## src/rtl/dm_arbiter.sv

```systemverilog
// Two-port arbiter for a single-port word-addressed data memory.
// Partial (byte-enable) stores are sequenced as read-modify-write.
module dm_arbiter #(
    parameter int RR_EN = 1
) (
    input  logic        clk,
    input  logic        rst,

    input  logic        m0_req,
    input  logic        m0_we,
    input  logic [3:0]  m0_be,
    input  logic [31:0] m0_addr,
    input  logic [31:0] m0_wdata,
    output logic        m0_ack,
    output logic [31:0] m0_rdata,

    input  logic        m1_req,
    input  logic        m1_we,
    input  logic [3:0]  m1_be,
    input  logic [31:0] m1_addr,
    input  logic [31:0] m1_wdata,
    output logic        m1_ack,
    output logic [31:0] m1_rdata,

    output logic        dm_wr,
    output logic [31:0] dm_addr,
    output logic [31:0] dm_din,
    input  logic [31:0] dm_dout
);

    typedef enum logic [1:0] {
        IDLE,
        READ,
        WRITE,
        RESP
    } state_t;

    state_t      state;
    logic        port_q;
    logic        we_q;
    logic [3:0]  be_q;
    logic [29:0] waddr_q;
    logic [31:0] wdata_q;
    logic [31:0] data_q;
    logic        last_grant;

    logic        grant_valid;
    logic        grant_port;
    logic        g_we;
    logic [3:0]  g_be;
    logic [29:0] g_waddr;
    logic [31:0] g_wdata;
    logic [31:0] merged;

    // Byte offsets never reach the memory; the word address is all that is kept.
    logic unused_addr_bits;
    assign unused_addr_bits = ^{m0_addr[1:0], m1_addr[1:0]};

    always_comb begin
        grant_valid = m0_req | m1_req;
        if (m0_req && m1_req)
            grant_port = (RR_EN != 0) ? ~last_grant : 1'b0;
        else
            grant_port = m1_req;
        g_we    = grant_port ? m1_we            : m0_we;
        g_be    = grant_port ? m1_be            : m0_be;
        g_waddr = grant_port ? m1_addr[31:2]    : m0_addr[31:2];
        g_wdata = grant_port ? m1_wdata         : m0_wdata;
    end

    always_comb begin
        merged = '0;
        for (int unsigned i = 0; i < 4; i++)
            merged[8*i +: 8] = be_q[i] ? wdata_q[8*i +: 8] : data_q[8*i +: 8];
    end

    assign dm_addr = {waddr_q, 2'b00};
    assign dm_wr   = (state == WRITE) && !rst;
    assign dm_din  = (state == WRITE) ? merged : '0;

    always_ff @(posedge clk) begin
        if (rst) begin
            state      <= IDLE;
            m0_ack     <= 1'b0;
            m1_ack     <= 1'b0;
            m0_rdata   <= '0;
            m1_rdata   <= '0;
            last_grant <= 1'b1;
            port_q     <= 1'b0;
            we_q       <= 1'b0;
            be_q       <= '0;
            waddr_q    <= '0;
            wdata_q    <= '0;
            data_q     <= '0;
        end else begin
            m0_ack <= 1'b0;
            m1_ack <= 1'b0;
            case (state)
                IDLE: begin
                    if (grant_valid) begin
                        port_q     <= grant_port;
                        we_q       <= g_we;
                        be_q       <= g_be;
                        waddr_q    <= g_waddr;
                        wdata_q    <= g_wdata;
                        last_grant <= grant_port;
                        if (!g_we)
                            state <= READ;
                        else if (g_be == 4'hF)
                            state <= WRITE;
                        else if (g_be == 4'h0) begin
                            state <= RESP;
                            if (grant_port) m1_ack <= 1'b1;
                            else            m0_ack <= 1'b1;
                        end else
                            state <= READ;
                    end
                end
                READ: begin
                    data_q <= dm_dout;
                    if (we_q)
                        state <= WRITE;
                    else begin
                        state <= RESP;
                        if (port_q) begin
                            m1_ack   <= 1'b1;
                            m1_rdata <= dm_dout;
                        end else begin
                            m0_ack   <= 1'b1;
                            m0_rdata <= dm_dout;
                        end
                    end
                end
                WRITE: begin
                    state <= RESP;
                    if (port_q) m1_ack <= 1'b1;
                    else        m0_ack <= 1'b1;
                end
                RESP:    state <= IDLE;
                default: state <= IDLE;
            endcase
        end
    end

endmodule

```

## config.mk

```make
export PLATFORM = sky130hd
export DESIGN_NAME = dm_arbiter
export DESIGN_NICKNAME = d
export VERILOG_FILES = /design/src/rtl/dm_arbiter.sv
export SDC_FILE = /design/constraint.sdc
export NUM_CORES = 1
export LEC_CHECK = 0
export BUFFER_PORTS_ARGS = -buffer_cell sky130_fd_sc_hd__buf_2
export CAP_MARGIN = 40
export CORE_MARGIN = 5
export CORE_UTILIZATION = 44
export CTS_CLUSTER_SIZE = 12
export DETAILED_ROUTE_END_ITERATION = 6
export PLACE_DENSITY = 0.77
export SLEW_MARGIN = 10
export SYNTH_ARGS = -nofsm -noshare
export SYNTH_HDL_FRONTEND = slang
export SYNTH_SLANG_ARGS = --single-unit
```

## constraint.sdc

```tcl
create_clock -name clk -period 1.5 [get_ports clk]
set_input_delay 0.3 -clock clk [delete_from_list [all_inputs] [get_ports clk]]
set_output_delay 0.3 -clock clk [all_outputs]
set_load 0.005 [all_outputs]
```

==> results.json, run 1 <==
{
  "power.density_mw_per_mm2": 1264,
  "rsz0062_at_grt": "true",
  "layout_setup_ws_ns": -0.2745,
  "routed_wl_mm": 22.81,
  "dp_hpwl_mm": 15.80,
  "setup_viol": 58,
  "coreArea_mm2": 0.01647,
  "clock_path_buffers": 2,
  "drv_slew": 0,
  "drive_gt1_frac": 0.3823,
  "syn_to_final_growth_pct": 39.66,
  "fp-row-count": 47,
  "nFillCells": 1397,
  "fin_crit_sh": 1.183,
  "antenna_cells": 0,
  "end_kind": "primary output",
  "violations": "negative setup slack",
  "synth_area_mm2": 0.007320,
  "grt.total_usage": 0.2229,
  "ff2ff_path_depth": 8,
  "regToRegSetupSlack_ns": -0.04,
  "hold_buffers": 0,
  "cts_buffers": 17,
  "cp.arrival_ns": 1.47,
  "period_needed_ns": 1.774,
  "leakage_nw": 4.510,
  "grt_start_max_net_pins": 68,
  "vias": 6794,
  "fp.dieW_um": 139.0,
  "hold_ws_ns": 0.1401,
  "start_kind": "flip-flop",
  "fmax_ghz": 0.5636,
  "fp.dieH_um": 139.0,
  "status": "finished with violations",
  "critPathRequiredTime_ns": 1.20,
  "synth.avg_cell_area_um2": 9.104,
  "final_antenna_net_count": 0,
  "cts_tree": "built",
  "synth_cells": 804,
  "die_area_mm2": 0.01931,
  "hold_violations": 0,
  "vdd_drop_max_v": 0.0009481,
  "layout_commonest_cell": "buf_2",
  "viasPerCell": 5.082,
  "crit_fanout": 11,
  "finClkSkew_ns": 0.01005,
  "hold_class": "input port to flip-flop",
  "synth.top_cell.area_share": 0.4622,
  "yosysSeqAreaShare": 0.4622,
  "final_nets": 1282,
  "synth-seq-cells": 169,
  "reg2reg_from": "state[1]",
  "start_util": 0.4445,
  "synth_cell_type_count": 36,
  "clock_sinks": 169,
  "synth_edf_count": 0,
  "first_pass_iters": 4,
  "wl_per_cell_um": 17.06,
  "drtIter0Drc": 330,
  "grt_pass1_wl_mm": 35.07,
  "holdPathStages": 3,
  "gp_congestion": 0.8128,
  "htree_levels": 4,
  "yosysWarnings": 0,
  "critPathKind": "flip-flop to primary output",
  "first_global_vias": 6771,
  "synth_area_leaders": "dfxtp_1 (46%), mux2i_1 (18%), a211oi_1 (7.0%), nand2_1 (6.7%), nor2_1 (5.2%)",
  "fin_tns_setup_ns": -8.407,
  "synthArstFlopShare": 0,
  "maxCapViolCount": 0,
  "antenna_found_initial": 0,
  "ys.flop_type": "dfxtp_1",
  "io_pins": 305,
  "root_buffer": "clkbuf_16",
  "cp-startpoint": "state[0]",
  "hold_start": "dm_dout[21]",
  "port_buffers": 298,
  "drc": 0,
  "clkTransAtPathRegs_ns": 0.07,
  "final_cell_mix": "buf_2 (295), dfxtp_1 (167), nand2_1 (130)",
  "yosysTopAreaCell": "dfxtp_1",
  "clk-insertion-delay-late_ns": 0.42,
  "globalRouteOverflowTotal": 0
}
power breakdown:
group / total (mW) / leakage [nW] / internal (mW) / switching (mW)
Clock: 4.31 / 0.286 / 2.45 / 1.86
Combinational: 3.28 / 2.84 / 1.61 / 1.67
Sequential: 5.33 / 1.39 / 5.02 / 0.301
Total: 12.9 / 4.51 / 9.09 / 3.83
state kept, by name, summed over array words and instances (netlist names):
| name | flops |
|---|---|
| m0_rdata | 32 |
| waddr_q | 30 |
| m1_rdata | 32 |
| m0_ack | 1 |
| last_grant | 1 |
| port_q | 1 |
| we_q | 1 |
| wdata_q | 32 |
| m1_ack | 1 |
| state | 2 |
| data_q | 32 |
| be_q | 4 |
timing repair:
action                     CTS  global route
cloned                       4             5
setup endpoints to repair   70           165
buffers inserted             0             3
hold endpoints to repair     0             0
resized for setup           31            31
worst max-delay path: stages (launching register included):
cell	delay, ns
dfxtp_4	0.36
inv_4	0.06
ha_4	0.19
buf_12	0.15
nor2b_2	0.16
buf_2	0.13
synthesized netlist by cell type, drive strengths merged, types with 3 or more instances:
cell and number:
dfxtp 169, mux2i 131, nand2 131, nor2 102, a211oi 68, a21oi 67, buf 46, nor2b 36
clkbuf 24, ha 4, nand4 3
final cells by class:
type | instances | area (um^2) | share of cell area
clock buffers | 21 | 470.5 | 0.04602
clock inverters | 11 | 111.4 | 0.01089
inverters | 2 | 10.01 | 0.0009792
multi-input cells | 565 | 3716 | 0.3635
flip-flops and latches | 169 | 3388 | 0.3315
well taps | 220 | 275.3 | 0.02693
repair buffers | 349 | 2251 | 0.2202
kinds of logic after synthesis:
kind of cell	after synthesis	share of synthesized area
compound gates	145	0.1258
simple gates	281	0.1622
buf+inv	72	0.06171
flops	169	0.4622
mux	132	0.1807
fa+ha+maj	4	0.006838
other cells	1	0.0005123
stage by stage:
stage / utilization / setup WS [ns] / cell area [um^2] / power, mW / cells
2_1_floorplan: - / -0.006910 / 7338 / 7.130 / 805
3_3_place_gp: 0.5571 / 0.02019 / 9174 / 8.177 / 1293
3_5_place_dp: 0.5571 / -0.03347 / 9174 / 8.254 / 1293
4_1_cts: 0.6059 / -0.3200 / 9976 / 12.78 / 1329
5_1_grt: 0.6208 / -0.3327 / 10220 / 13.56 / 1337
6_report: 0.6208 / -0.2745 / 10220 / 12.92 / 1337
layer usage:
layer  wire length, um  track usage  vias up
met4               478      0.06694        0
met3              1745      0.06621       36
met1              9476       0.2773     3122
met5                 0            0        -
li1                  -            -     3360
met2             11110       0.3746      276
final timing paths:
path	to
worst min-delay path	m0_rdata[21]
worst min register to register	m0_rdata[2]
worst max-delay path	dm_din[27]
worst max register to register	m0_rdata[15]
Note: power is estimated with default switching activity, not from simulation.
==> run 2: changes to the inputs <==
--- a/config.mk
+++ b/config.mk
@@ -8,10 +8,10 @@
 export BUFFER_PORTS_ARGS = -buffer_cell sky130_fd_sc_hd__buf_2
 export CAP_MARGIN = 40
 export CORE_MARGIN = 5
-export CORE_UTILIZATION = 44
+export CORE_UTILIZATION = 48
 export CTS_CLUSTER_SIZE = 12
 export DETAILED_ROUTE_END_ITERATION = 6
-export PLACE_DENSITY = 0.77
+export PLACE_DENSITY = 0.8
 export SLEW_MARGIN = 10
 export SYNTH_ARGS = -nofsm -noshare
 export SYNTH_HDL_FRONTEND = slang
==> constraint.sdc (replaced) <==
create_clock -name clk -period 1.7 [get_ports clk]
set_input_delay 0.34 -clock clk [delete_from_list [all_inputs] [get_ports clk]]
set_output_delay 0.34 -clock clk [all_outputs]
set_load 0.005 [all_outputs]
==> results.json, run 2 (synthesis gave the netlist of run 1 again) <==
{
  "antenna_cells": 0,
  "design_area_mm2": 0.009821,
  "wl_per_cell_um": 16.29,
  "htree_levels": 4,
  "fin_tns_setup_ns": -1.082,
  "status": "finished with violations",
  "dp_hpwl_mm": 15.17,
  "clockPowerShare": 0.347,
  "layout_setup_ws_ns": -0.06562,
  "final_antenna_net_count": 0,
  "root_buffer": "clkbuf_16",
  "hold_class": "input port to flip-flop",
  "fmax_ghz": 0.5664,
  "final_nets": 1256,
  "nFillCells": 1259,
  "cts_buffers": 17,
  "drv_slew": 0,
  "port_buffers": 298,
  "clkTransAtPathRegs_ns": 0.06,
  "crit_fanout": 20,
  "maxCapViolCount": 0,
  "placed_cell_area_mm2": 0.008971,
  "rsz0062_at_grt": "true",
  "cp.arrival_ns": 1.43,
  "fp.dieH_um": 133.5,
  "p_sw_mw": 3.136,
  "crit_buf_inv": 3,
  "critPathRequiredTime_ns": 1.36,
  "fin_util": 0.6508,
  "drive_gt1_frac": 0.3621,
  "grt_start_max_net_pins": 85,
  "viasPerCell": 5.193,
  "clock_sinks": 169,
  "dp.cells": 1245,
  "antenna_found_initial": 0,
  "cp.depth": 5,
  "vias": 6626,
  "switching_share": 0.2799,
  "start_util": 0.4851,
  "crit_slowest_cell": "dfxtp_2",
  "post_layout_nonfiller_instances": 1276,
  "violations": "negative setup slack",
  "multi_input_area_mm2": 0.003716,
  "power_mw": 11.20,
  "crit_family": "buffers and inverters",
  "path_cells": "inv_2 -> ha_4 -> buf_12 -> nor2b_2 -> buf_2",
  "first_pass_iters": 5,
  "grt_pass1_wl_mm": 32.37,
  "critPathKind": "flip-flop to primary output",
  "cts_tree": "built",
  "max_stage_delay_ns": 0.32,
  "drc": 0,
  "finClkSkew_ns": 0.01012,
  "first_global_vias": 6351,
  "fin_crit_sh": 1.039,
  "gp_congestion": 0.8390,
  "period_needed_ns": 1.766,
  "seq_power_share": 0.422,
  "fp-row-count": 45,
  "clock_path_buffers": 2,
  "power.density_mw_per_mm2": 1141,
  "start_kind": "flip-flop",
  "die_area_mm2": 0.01782,
  "setup_viol": 31,
  "p_int_mw": 8.065,
  "hold_violations": 0,
  "io_pins": 305,
  "ff2ff_path_depth": 6,
  "grt.total_usage": 0.2256,
  "syn_to_final_growth_pct": 34.17,
  "routed_wl_mm": 20.78,
  "leakage_nw": 4.311,
  "holdPathStages": 3,
  "globalRouteOverflowTotal": 0,
  "drtIter0Drc": 268,
  "layout_commonest_cell": "buf_2",
  "comb_power_share": 0.231,
  "fp.dieW_um": 133.5,
  "end_kind": "primary output",
  "final_cell_mix": "buf_2 (297), dfxtp_1 (165), nand2_1 (131)",
  "seq_area_mm2": 0.003391,
  "clk-insertion-delay-late_ns": 0.42,
  "vdd_drop_max_v": 0.0007024,
  "coreArea_mm2": 0.01509
}
run 2: cell count changes in the layout (fill, tap and decap cells not counted), sizes merged:
cell and change:
clkbuf -3, o21a -1, buf -20, bufbuf -2, clkinv -1, bufinv +2
inv -4
run 2: power groups by stage:
stage               combinational [mW]  sequential (mW)  clock (mW)
global placement                  2.39             4.75           0
finish                            2.59             4.72        3.89
CTS                               2.52             4.70        3.95
floorplan                         1.55             4.73           0
detailed placement                2.44             4.76           0
global route                      2.85             4.78        4.11
run 2: area by class of cell:
cell class | instances | share of cell area
Tap cell | 188 | 0.02395
Multi-Input combinational cell | 564 | 0.3784
Inverter | 2 | 0.0007644
Clock inverter | 8 | 0.01236
Clock buffer | 21 | 0.04790
Timing Repair Buffer | 324 | 0.1914
Sequential cell | 169 | 0.3453
run 2: worst min-delay path: stages:
cell and delay (ns):
buf_2 0.11, nand2_1 0.05, a21oi_1 0.05
run 2: through the flow:
step / hold slack (ns) / setup slack [ns]
3_3_place_gp: 0.4389 / 0.1031
2_1_floorplan: 0.4504 / 0.1492
6_report: 0.1857 / -0.06562
4_1_cts: 0.1701 / -0.07409
3_5_place_dp: 0.4439 / 0.06778
5_1_grt: 0.1776 / -0.1233
run 2: path summary, 6_finish.rpt:
| check | startpoint | to | slack (ns) |
|---|---|---|---|
| worst max-delay path | state[0] | dm_din[12] | -0.07 |
| worst min-delay path | dm_dout[26] | m0_rdata[26] | 0.19 |
| worst max register to register | state[1] | wdata_q[3] | 0.13 |
| worst min register to register | m0_rdata[10] | m0_rdata[10] | 0.45 |
run 2: layer usage:
metal / share of wire / GRT usage / routed length (um)
met1: 0.41 / 0.2744 / 8565
met2: 0.49 / 0.3852 / 10130
met3: 0.074 / 0.05816 / 1538
met4: 0.026 / 0.08400 / 546
met5: 0 / 0 / 0
run 2: repair_timing:
action | CTS | global route
setup buffers | 2 | 0
hold buffers | 0 | 0
pin swaps | 0 | 0
setup endpoints to repair | 33 | 33
resized for setup | 29 | 26
==> run 3: changes to the inputs <==
--- a/config.mk
+++ b/config.mk
@@ -7,11 +7,11 @@
 export LEC_CHECK = 0
 export BUFFER_PORTS_ARGS = -buffer_cell sky130_fd_sc_hd__buf_2
 export CAP_MARGIN = 40
-export CORE_MARGIN = 5
-export CORE_UTILIZATION = 48
+export CORE_MARGIN = 3
+export CORE_UTILIZATION = 42
 export CTS_CLUSTER_SIZE = 12
 export DETAILED_ROUTE_END_ITERATION = 6
-export PLACE_DENSITY = 0.8
+export PLACE_DENSITY = 0.71
 export SLEW_MARGIN = 10
 export SYNTH_ARGS = -nofsm -noshare
 export SYNTH_HDL_FRONTEND = slang
==> results.json, run 3 (synthesis gave the netlist of run 1 again) <==
{
  "status": "finished with violations",
  "violations": "negative setup slack",
  "dp_hpwl_mm": 14.72,
  "final_nets": 1280,
  "drc": 0,
  "fp-row-count": 47,
  "clk-insertion-delay-late_ns": 0.43,
  "cts_buffers": 17,
  "path_cells": "inv_2 -> ha_4 -> buf_4 -> buf_16 -> nor2b_1 -> buf_2",
  "hold_class": "input port to flip-flop",
  "drive_gt1_frac": 0.3991,
  "multi_input_area_mm2": 0.003879,
  "post_layout_nonfiller_instances": 1335,
  "gp_congestion": 0.8074,
  "vias": 6779,
  "ff2ff_path_depth": 9,
  "rsz0062_at_grt": "true",
  "seq_area_mm2": 0.003391,
  "crit_fanout": 4,
  "first_global_vias": 6230,
  "grt_pass1_wl_mm": 33.63,
  "wl_per_cell_um": 17.02,
  "layout_commonest_cell": "buf_2",
  "clkTransAtPathRegs_ns": 0.06,
  "holdPathStages": 3,
  "root_buffer": "clkbuf_16",
  "clock_sinks": 169,
  "antenna_found_initial": 0,
  "start_kind": "flip-flop",
  "cts_tree": "built",
  "htree_levels": 4,
  "critPathKind": "flip-flop to primary output",
  "grt_start_max_net_pins": 73,
  "antenna_cells": 0,
  "vdd_drop_max_v": 0.0007597,
  "routed_wl_mm": 22.72,
  "critPathRequiredTime_ns": 1.36,
  "use_met3": 0.06008,
  "final_antenna_net_count": 0,
  "clock_path_buffers": 2,
  "fmax_ghz": 0.5407,
  "drv_slew": 0,
  "layout_setup_ws_ns": -0.1496,
  "die_area_mm2": 0.01905,
  "fin_crit_sh": 1.088,
  "viasPerCell": 5.078,
  "syn_to_final_growth_pct": 42.58,
  "first_pass_iters": 5,
  "cp.arrival_ns": 1.51,
  "end_kind": "primary output",
  "period_needed_ns": 1.850,
  "nFillCells": 1470,
  "hold_violations": 0,
  "start_util": 0.4352,
  "io_pins": 305,
  "final_cell_mix": "buf_2 (289), dfxtp_1 (165), nand2_1 (130)",
  "dp.cells": 1276,
  "grt_busiest_layer": "met2",
  "fp.dieW_um": 138.0,
  "max_stage_delay_ns": 0.33,
  "use_met1": 0.2679,
  "fp.dieH_um": 138.0,
  "globalRouteOverflowTotal": 0,
  "setup_viol": 33,
  "crit_slowest_cell": "dfxtp_2",
  "port_buffers": 298,
  "relSlewSlack": 0.6049,
  "grt.total_usage": 0.2170,
  "coreArea_mm2": 0.01682,
  "fin_tns_setup_ns": -3.999,
  "power.density_mw_per_mm2": 1117,
  "worst_slew_pin_slew_ns": 0.5873,
  "finClkSkew_ns": 0.009001,
  "power_mw": 11.66,
  "leakage_nw": 4.516,
  "gr-usage-met2": 0.3623,
  "maxCapViolCount": 0,
  "drtIter0Drc": 309
}
-- run 3: path summary, 6_finish.rpt --
path	slack, ns	start	end
worst max-delay path	-0.15	state[0]	dm_din[5]
worst min-delay path	0.17	dm_dout[20]	m1_rdata[20]
worst max register to register	0.05	state[0]	last_grant
worst min register to register	0.45	m0_rdata[31]	m0_rdata[31]
-- run 3: critical path: cells and delay by family (launching register included) --
family / cells / cell delay, ns
buf+inv: 4 / 0.46
flops: 1 / 0.33
fa+ha+maj: 1 / 0.17
simple gates: 1 / 0.13
-- run 3: repair_timing --
action / 4_1_cts / 5_1_grt
gates resized for setup: 22 / 77
setup endpoints to repair: 33 / 120
pin swaps: 18 / 6
setup buffers: 8 / 7
hold buffers: 0 / 0
gates cloned: 5 / 9
-- run 3: metal layers --
layer	wire length, um	share of wire
met1	9442	0.42
met4	567	0.025
met2	11180	0.49
met3	1529	0.067
met5	0	0
-- run 3: per-stage QoR --
step | util | hold WS [ns] | area (um^2) | worst slack, ns
2_1_floorplan | - | 0.4504 | 7323 | 0.1492
3_5_place_dp | 0.5351 | 0.4439 | 9000 | 0.08420
6_report | 0.6205 | 0.1740 | 10440 | -0.1496
3_3_place_gp | 0.5351 | 0.4392 | 9000 | 0.1232
4_1_cts | 0.5863 | 0.1546 | 9861 | -0.1682
5_1_grt | 0.6205 | 0.1570 | 10440 | -0.2149
-- run 3: layout make-up --
class,count,share of cell area
clock buffer,20,0.04280
clock inverter,12,0.01343
inverter,2,0.0007193
multi-input combinational,567,0.3717
sequential,169,0.3249
tap,220,0.02638
timing repair buffer,345,0.2201
-- run 3: where the power goes --
part	leakage, nW	total [mW]	internal [mW]	switching, mW
combinational	2.84	3.09	1.53	1.56
sequential	1.39	4.72	4.44	0.280
clock	0.284	3.86	2.23	1.63
